**src/rtl/chunked_adder_if.sv**
```systemverilog
// chunked_adder_if: start/done bus between a requester and chunked_adder.
// Ports: master drives start, A, B, C_in, sub; slave returns busy, done, S, C_out, V.
// WIDTH must match the WIDTH of the adder it is connected to.
interface chunked_adder_if #(
    parameter int WIDTH = 16
);
    logic             start;
    logic [WIDTH-1:0] A;
    logic [WIDTH-1:0] B;
    logic             C_in;
    logic             sub;
    logic             busy;
    logic             done;
    logic [WIDTH-1:0] S;
    logic             C_out;
    logic             V;

    modport master (
        output start, A, B, C_in, sub,
        input  busy, done, S, C_out, V
    );

    modport slave (
        input  start, A, B, C_in, sub,
        output busy, done, S, C_out, V
    );
endinterface

```
**src/rtl/chunked_adder.sv**
```systemverilog
// chunked_adder: multi-cycle add/subtract, CHUNK bits per cycle, LS chunk first.
// Latency: N = WIDTH/CHUNK cycles from the accepting edge to done; one op per N+1 cycles.
// Backpressure: start is only sampled in IDLE/DONE; it is ignored while busy.
// Ports: clk, reset (async active-high), bus (chunked_adder_if.slave):
//   start/A/B/C_in/sub in, busy/done/S/C_out/V out (all registered).
module chunked_adder #(
    parameter int WIDTH = 16,
    parameter int CHUNK = 4
) (
    input  logic            clk,
    input  logic            reset,
    chunked_adder_if.slave  bus
);
    localparam int N  = WIDTH / CHUNK;
    localparam int IW = (N > 1) ? $clog2(N) : 1;

    typedef enum logic [1:0] {
        IDLE = 2'd0,
        RUN  = 2'd1,
        DONE = 2'd2
    } state_t;

    state_t           state_q;
    logic [WIDTH-1:0] opa_q;
    logic [WIDTH-1:0] opb_q;
    logic [WIDTH-1:0] acc_q;
    logic [WIDTH-1:0] s_q;
    logic [IW-1:0]    idx_q;
    logic             carry_q;
    logic             cout_q;
    logic             v_q;
    logic             busy_q;
    logic             done_q;

    // One CHUNK-bit slice of the datapath, selected by the chunk index.
    logic [CHUNK-1:0] a_ch;
    logic [CHUNK-1:0] b_ch;
    logic [CHUNK-1:0] sum_ch;
    logic             c_ch;
    logic             c_msb_in;
    logic             last;
    logic [WIDTH-1:0] acc_d;

    always_comb begin
        a_ch     = opa_q[int'(idx_q)*CHUNK +: CHUNK];
        b_ch     = opb_q[int'(idx_q)*CHUNK +: CHUNK];
        {c_ch, sum_ch} = {1'b0, a_ch} + {1'b0, b_ch} + {{CHUNK{1'b0}}, carry_q};
        // Carry into the chunk MSB recovered from the MSB sum bit: s = a ^ b ^ cin.
        c_msb_in = a_ch[CHUNK-1] ^ b_ch[CHUNK-1] ^ sum_ch[CHUNK-1];
        last     = (idx_q == IW'(N - 1));
        acc_d    = acc_q;
        acc_d[int'(idx_q)*CHUNK +: CHUNK] = sum_ch;
    end

    always_ff @(posedge clk or posedge reset) begin
        if (reset) begin
            state_q <= IDLE;
            opa_q   <= '0;
            opb_q   <= '0;
            acc_q   <= '0;
            s_q     <= '0;
            idx_q   <= '0;
            carry_q <= 1'b0;
            cout_q  <= 1'b0;
            v_q     <= 1'b0;
            busy_q  <= 1'b0;
            done_q  <= 1'b0;
        end else begin
            case (state_q)
                IDLE, DONE: begin
                    done_q <= 1'b0;
                    if (bus.start) begin
                        opa_q   <= bus.A;
                        // Subtract as A + ~B + ~borrow_in.
                        opb_q   <= bus.sub ? ~bus.B : bus.B;
                        carry_q <= bus.C_in ^ bus.sub;
                        idx_q   <= '0;
                        busy_q  <= 1'b1;
                        state_q <= RUN;
                    end else begin
                        state_q <= IDLE;
                    end
                end
                RUN: begin
                    acc_q   <= acc_d;
                    carry_q <= c_ch;
                    idx_q   <= idx_q + IW'(1);
                    if (last) begin
                        s_q     <= acc_d;
                        cout_q  <= c_ch;
                        v_q     <= c_msb_in ^ c_ch;
                        busy_q  <= 1'b0;
                        done_q  <= 1'b1;
                        state_q <= DONE;
                    end
                end
                default: begin
                    busy_q  <= 1'b0;
                    done_q  <= 1'b0;
                    state_q <= IDLE;
                end
            endcase
        end
    end

    assign bus.busy  = busy_q;
    assign bus.done  = done_q;
    assign bus.S     = s_q;
    assign bus.C_out = cout_q;
    assign bus.V     = v_q;
endmodule

```
**src/flat_wrapper.sv**
```systemverilog
// flat-port wrapper written by rule: the top's interface ports become plain ports
module chunked_adder_flat 
#(
    parameter int WIDTH = 16,
    parameter int CHUNK = 4
)
  (clk, reset, bus_start, bus_A, bus_B, bus_C_in, bus_sub, bus_busy, bus_done, bus_S, bus_C_out, bus_V);
  chunked_adder_if #(.WIDTH(WIDTH)) bus_i ();
  input  logic clk;
  input  logic reset;
  input wire logic [$bits(bus_i.start)-1:0] bus_start;
  input wire logic [$bits(bus_i.A)-1:0] bus_A;
  input wire logic [$bits(bus_i.B)-1:0] bus_B;
  input wire logic [$bits(bus_i.C_in)-1:0] bus_C_in;
  input wire logic [$bits(bus_i.sub)-1:0] bus_sub;
  output wire logic [$bits(bus_i.busy)-1:0] bus_busy;
  output wire logic [$bits(bus_i.done)-1:0] bus_done;
  output wire logic [$bits(bus_i.S)-1:0] bus_S;
  output wire logic [$bits(bus_i.C_out)-1:0] bus_C_out;
  output wire logic [$bits(bus_i.V)-1:0] bus_V;
  assign bus_i.start = bus_start;
  assign bus_i.A = bus_A;
  assign bus_i.B = bus_B;
  assign bus_i.C_in = bus_C_in;
  assign bus_i.sub = bus_sub;
  assign bus_busy = bus_i.busy;
  assign bus_done = bus_i.done;
  assign bus_S = bus_i.S;
  assign bus_C_out = bus_i.C_out;
  assign bus_V = bus_i.V;
  chunked_adder #(.WIDTH(WIDTH), .CHUNK(CHUNK)) u_core (.clk(clk), .reset(reset), .bus(bus_i));
endmodule
```
**config.mk**
```make
export PLATFORM = sky130hd
export DESIGN_NAME = chunked_adder_flat
export DESIGN_NICKNAME = d
export VERILOG_FILES = /design/src/rtl/chunked_adder_if.sv /design/src/rtl/chunked_adder.sv /design/src/flat_wrapper.sv
export SDC_FILE = /design/constraint.sdc
export NUM_CORES = 1
export LEC_CHECK = 0
export CAP_MARGIN = 10
export CORE_MARGIN = 2
export CORE_UTILIZATION = 30
export DETAILED_ROUTE_END_ITERATION = 7
export HOLD_SLACK_MARGIN = 0.02
export PLACE_DENSITY_LB_ADDON = 0.12
export SLEW_MARGIN = 15
export SYNTH_ARGS = -nofsm -noshare
export SYNTH_HDL_FRONTEND = slang
export SYNTH_SLANG_ARGS = --single-unit
export TNS_END_PERCENT = 50
```
**constraint.sdc**
```tcl
create_clock -name clk -period 4.6 [get_ports clk]
set_input_delay 0.92 -clock clk [delete_from_list [all_inputs] [get_ports clk]]
set_output_delay 0.92 -clock clk [all_outputs]
set_load 0.01 [all_outputs]
```
==> key figures <==
Status
  • Status: finished, final reports clean

Setup path
  • CP Max Fanout: 17
  • CP required: 4860 ps
  • R2r setup slk: 1490 ps
  • R2r startpoint: u_core.idx_q[0]
  • Crit path kind: reg2reg
  • R2R depth: 6
  • Worst R2R End: u_core.acc_q[5]
  • Critical path capture point type: flop
  • Arr. time, crit path: 3370 ps
  • CP Launch Type: flop

Global routing
  • Total GRT Usage: 12.6%
  • Initial antenna violation count: 0
  • Vias in the first global route: 2378
  • GRT overflow: 0
  • Pin count of the biggest net entering global routing: 52
  • First-pass GRT wire length: 12.4 mm

Yosys
  • Yosys warns: 0
  • Number of synthesized register bits: 72
  • Top FF cell, synth: dfrtp_1
  • Cell Area, Synth: 3440 sq um
  • Syn Nets: 341
  • Sequential area share after synthesis: 52.4%
  • Synth Instances: 293
  • FFs w/ async S/R, synth: 100%
  • Unique masters post-synth: 34
  • Synthesized area per cell: 11.7 sq um
  • Number of synthesized flops with an enable pin: 0

Timing
  • Setup ws final: 1490 ps
  • Final period util: 67.6%
  • Shortest period the worst path allows: 3110 ps
  • Total Neg Setup Slack: 0 ps
  • Slew Viols, Final: 0
  • Hold_ws: 481 ps
  • RSZ-0062 raised after global routing: no
  • Peak Freq: 322 MHz
  • # setup viols final: 0
  • Slew @ Worst Pin: 1050 ps
  • Final hold violation count: 0
  • Slew headroom: 29.6%
  • Clock skew: 4.64 ps

Power and ir drop
  • Logic pwr share: 46.8%
  • Static leakage: 1.86 nW
  • Clk network pwr share: 22.6%
  • Sw Share: 39.2%
  • PwrDens: 812 nW/um^2
  • Sequential share of power: 30.6%
  • VDD IR-drop max: 0.000356 V
  • Internal power: 2.20 mW
  • Total net switching power: 1.42 mW

Hold path
  • Hold/Removal Path Class: reg2reg
  • WHS Endpoint: u_core.opb_q[2]
  • Hold depth: 2
  • Hold Path Origin: u_core.opb_q[2]

Die
  • Chip width: 111 um
  • DIE AREA: 12300 sq um
  • Initial Utilization: 30.4%
  • # IOs: 57
  • Core area: 11300 sq um
  • Row cnt: 39
  • Chip Height: 111 um

CTS
  • CTS tree: yes
  • Clock sinks: 72
  • H-Tree Depth: 3
  • Hold_buf cts: 0
  • Clock-pin slew on the worst setup and hold paths: 60 ps
  • Post-CTS sizing: 0
  • Num CTS Buffers: 9
  • Post-CTS Setup Inserts: 0
  • Clock latency on the worst-skew pair: 330 ps
  • CTS Buffer Depth: 2
  • Clk Tree Root Cell: clkbuf_16

Placed design
  • Detail Placement HPWL: 5.26 mm
  • GPL Wtd Cong: 0.778
  • Post-Place Cells: 478
  • PortBufs: 56
  • Dpl ws: 1470 ps

Drt
  • Total Wirelength: 7.48 mm
  • Vias per cell: 4.76
  • 1st-iter DRT viols: 89
  • Via count: 2351
  • First-pass DRT Iterations: 4
  • # DRC: 0
  • Post-route ant nets: 0
  • WL/cell: 15.1 um

Finish
  • Final Non-Filler Cells: 494
  • Area delta synth->final: 29.4%
  • Most frequent cells in the layout: 72 x dfrtp_1, 56 x clkdlybuf4s50_1, 33 x nand2_1
  • # nets final: 394
  • Layout cell share with drive strength beyond 1: 14.0%
  • Ant diodes: 0
  • Most common cell after layout, fill and taps aside: dfrtp_1

Job
  • Max cap viols: 0
==> per-stage QoR <==
step / area (sq um) / util [%] / power, mW
3_3_place_gp: 4100 / 36.2 / 2.81
4_1_cts: 4450 / 39.3 / 3.68
6_report: 4450 / 39.3 / 3.61
5_1_grt: 4450 / 39.3 / 3.88
3_5_place_dp: 4100 / 36.2 / 2.84
2_1_floorplan: 3440 / - / 2.31
==> cell usage after synthesis, types with 2 or more instances <==
cell type,instances,area [sq um]
o21ai_0,28,140
a221oi_1,9,78.8
a22o_1,7,61.3
xnor2_1,20,175
ha_1,9,113
buf_6,2,22.5
a21oi_1,7,35.0
a22o_2,2,20.0
a32o_1,8,80.1
mux4_2,8,180
nand2b_1,3,18.8
nor3b_1,4,30.0
and2_1,2,12.5
nor2_1,22,82.6
mux2_2,15,169
nand2_1,33,124
inv_1,11,41.3
buf_2,6,30.0
fa_1,2,40.0
clkbuf_1,7,26.3
dfrtp_1,72,1800
nor2b_1,4,25.0
==> worst max-delay path by stage <==
stage,end,slack [ps],cells past startpoint,startpoint
after CTS,u_core.acc_q[5],1450,6,u_core.idx_q[0]
after global routing,u_core.acc_q[10],1310,7,u_core.idx_q[0]
final,u_core.acc_q[5],1490,6,u_core.idx_q[0]
after floorplan,u_core.acc_q[0],1860,1,reset
after detailed placement,u_core.acc_q[1],1470,6,u_core.idx_q[0]
after global placement,u_core.acc_q[1],1520,6,u_core.idx_q[0]
==> final cells by class <==
class / instances / area [sq um]
Inverter: 11 / 41.3
Clock inverter: 6 / 115
Clock buffer: 10 / 239
Timing Repair Buffer: 58 / 576
Sequential cell: 72 / 1800
Fill cell: 1103 / 6870
Tap cell: 143 / 179
Multi-Input combinational cell: 194 / 1500
==> worst max-delay path, stage by stage, from the launching register on <==
cell and delay [ps]:
dfrtp_1 860, mux4_2 610, fa_1 440, inv_1 80, fa_1 420, nor2_1 390, a22o_1 230
==> power groups by stage <==
stage / Clock (mW) / Sequential, mW / Combinational, mW
after global placement: 0 / 1.12 / 1.70
after global routing: 0.865 / 1.15 / 1.87
final: 0.817 / 1.11 / 1.69
after CTS: 0.837 / 1.11 / 1.73
after detailed placement: 0 / 1.12 / 1.72
after floorplan: 0 / 1.07 / 1.24
==> metal layers <==
layer	global-route usage [%]	wire length, um	vias up
met4	4.28	89	0
met1	16.1	3480	1159
met5	0	0	-
met2	20.9	3640	46
li1	-	-	1137
met3	3.34	271	9
==> flip-flops by register name, summed over array words and instances (netlist names) <==
name              count
u_core.bus.C_out      1
u_core.bus.busy       1
u_core.carry_q        1
u_core.opa_q         16
u_core.bus.S         16
u_core.state_q        2
u_core.opb_q         16
u_core.acc_q         16
u_core.bus.V          1
u_core.idx_q          2
==> kinds of logic after synthesis <==
group / share of synthesized area [%]
buffers and inverters: 4.07
and+or+nand+nor: 10.3
adders and majority gates: 4.44
xor gates and xnor gates: 5.35
AOI/OAI and AO/OA: 13.1
muxes: 10.5
DFF: 52.4
No activity file was read; power rests on OpenSTA's default activity.
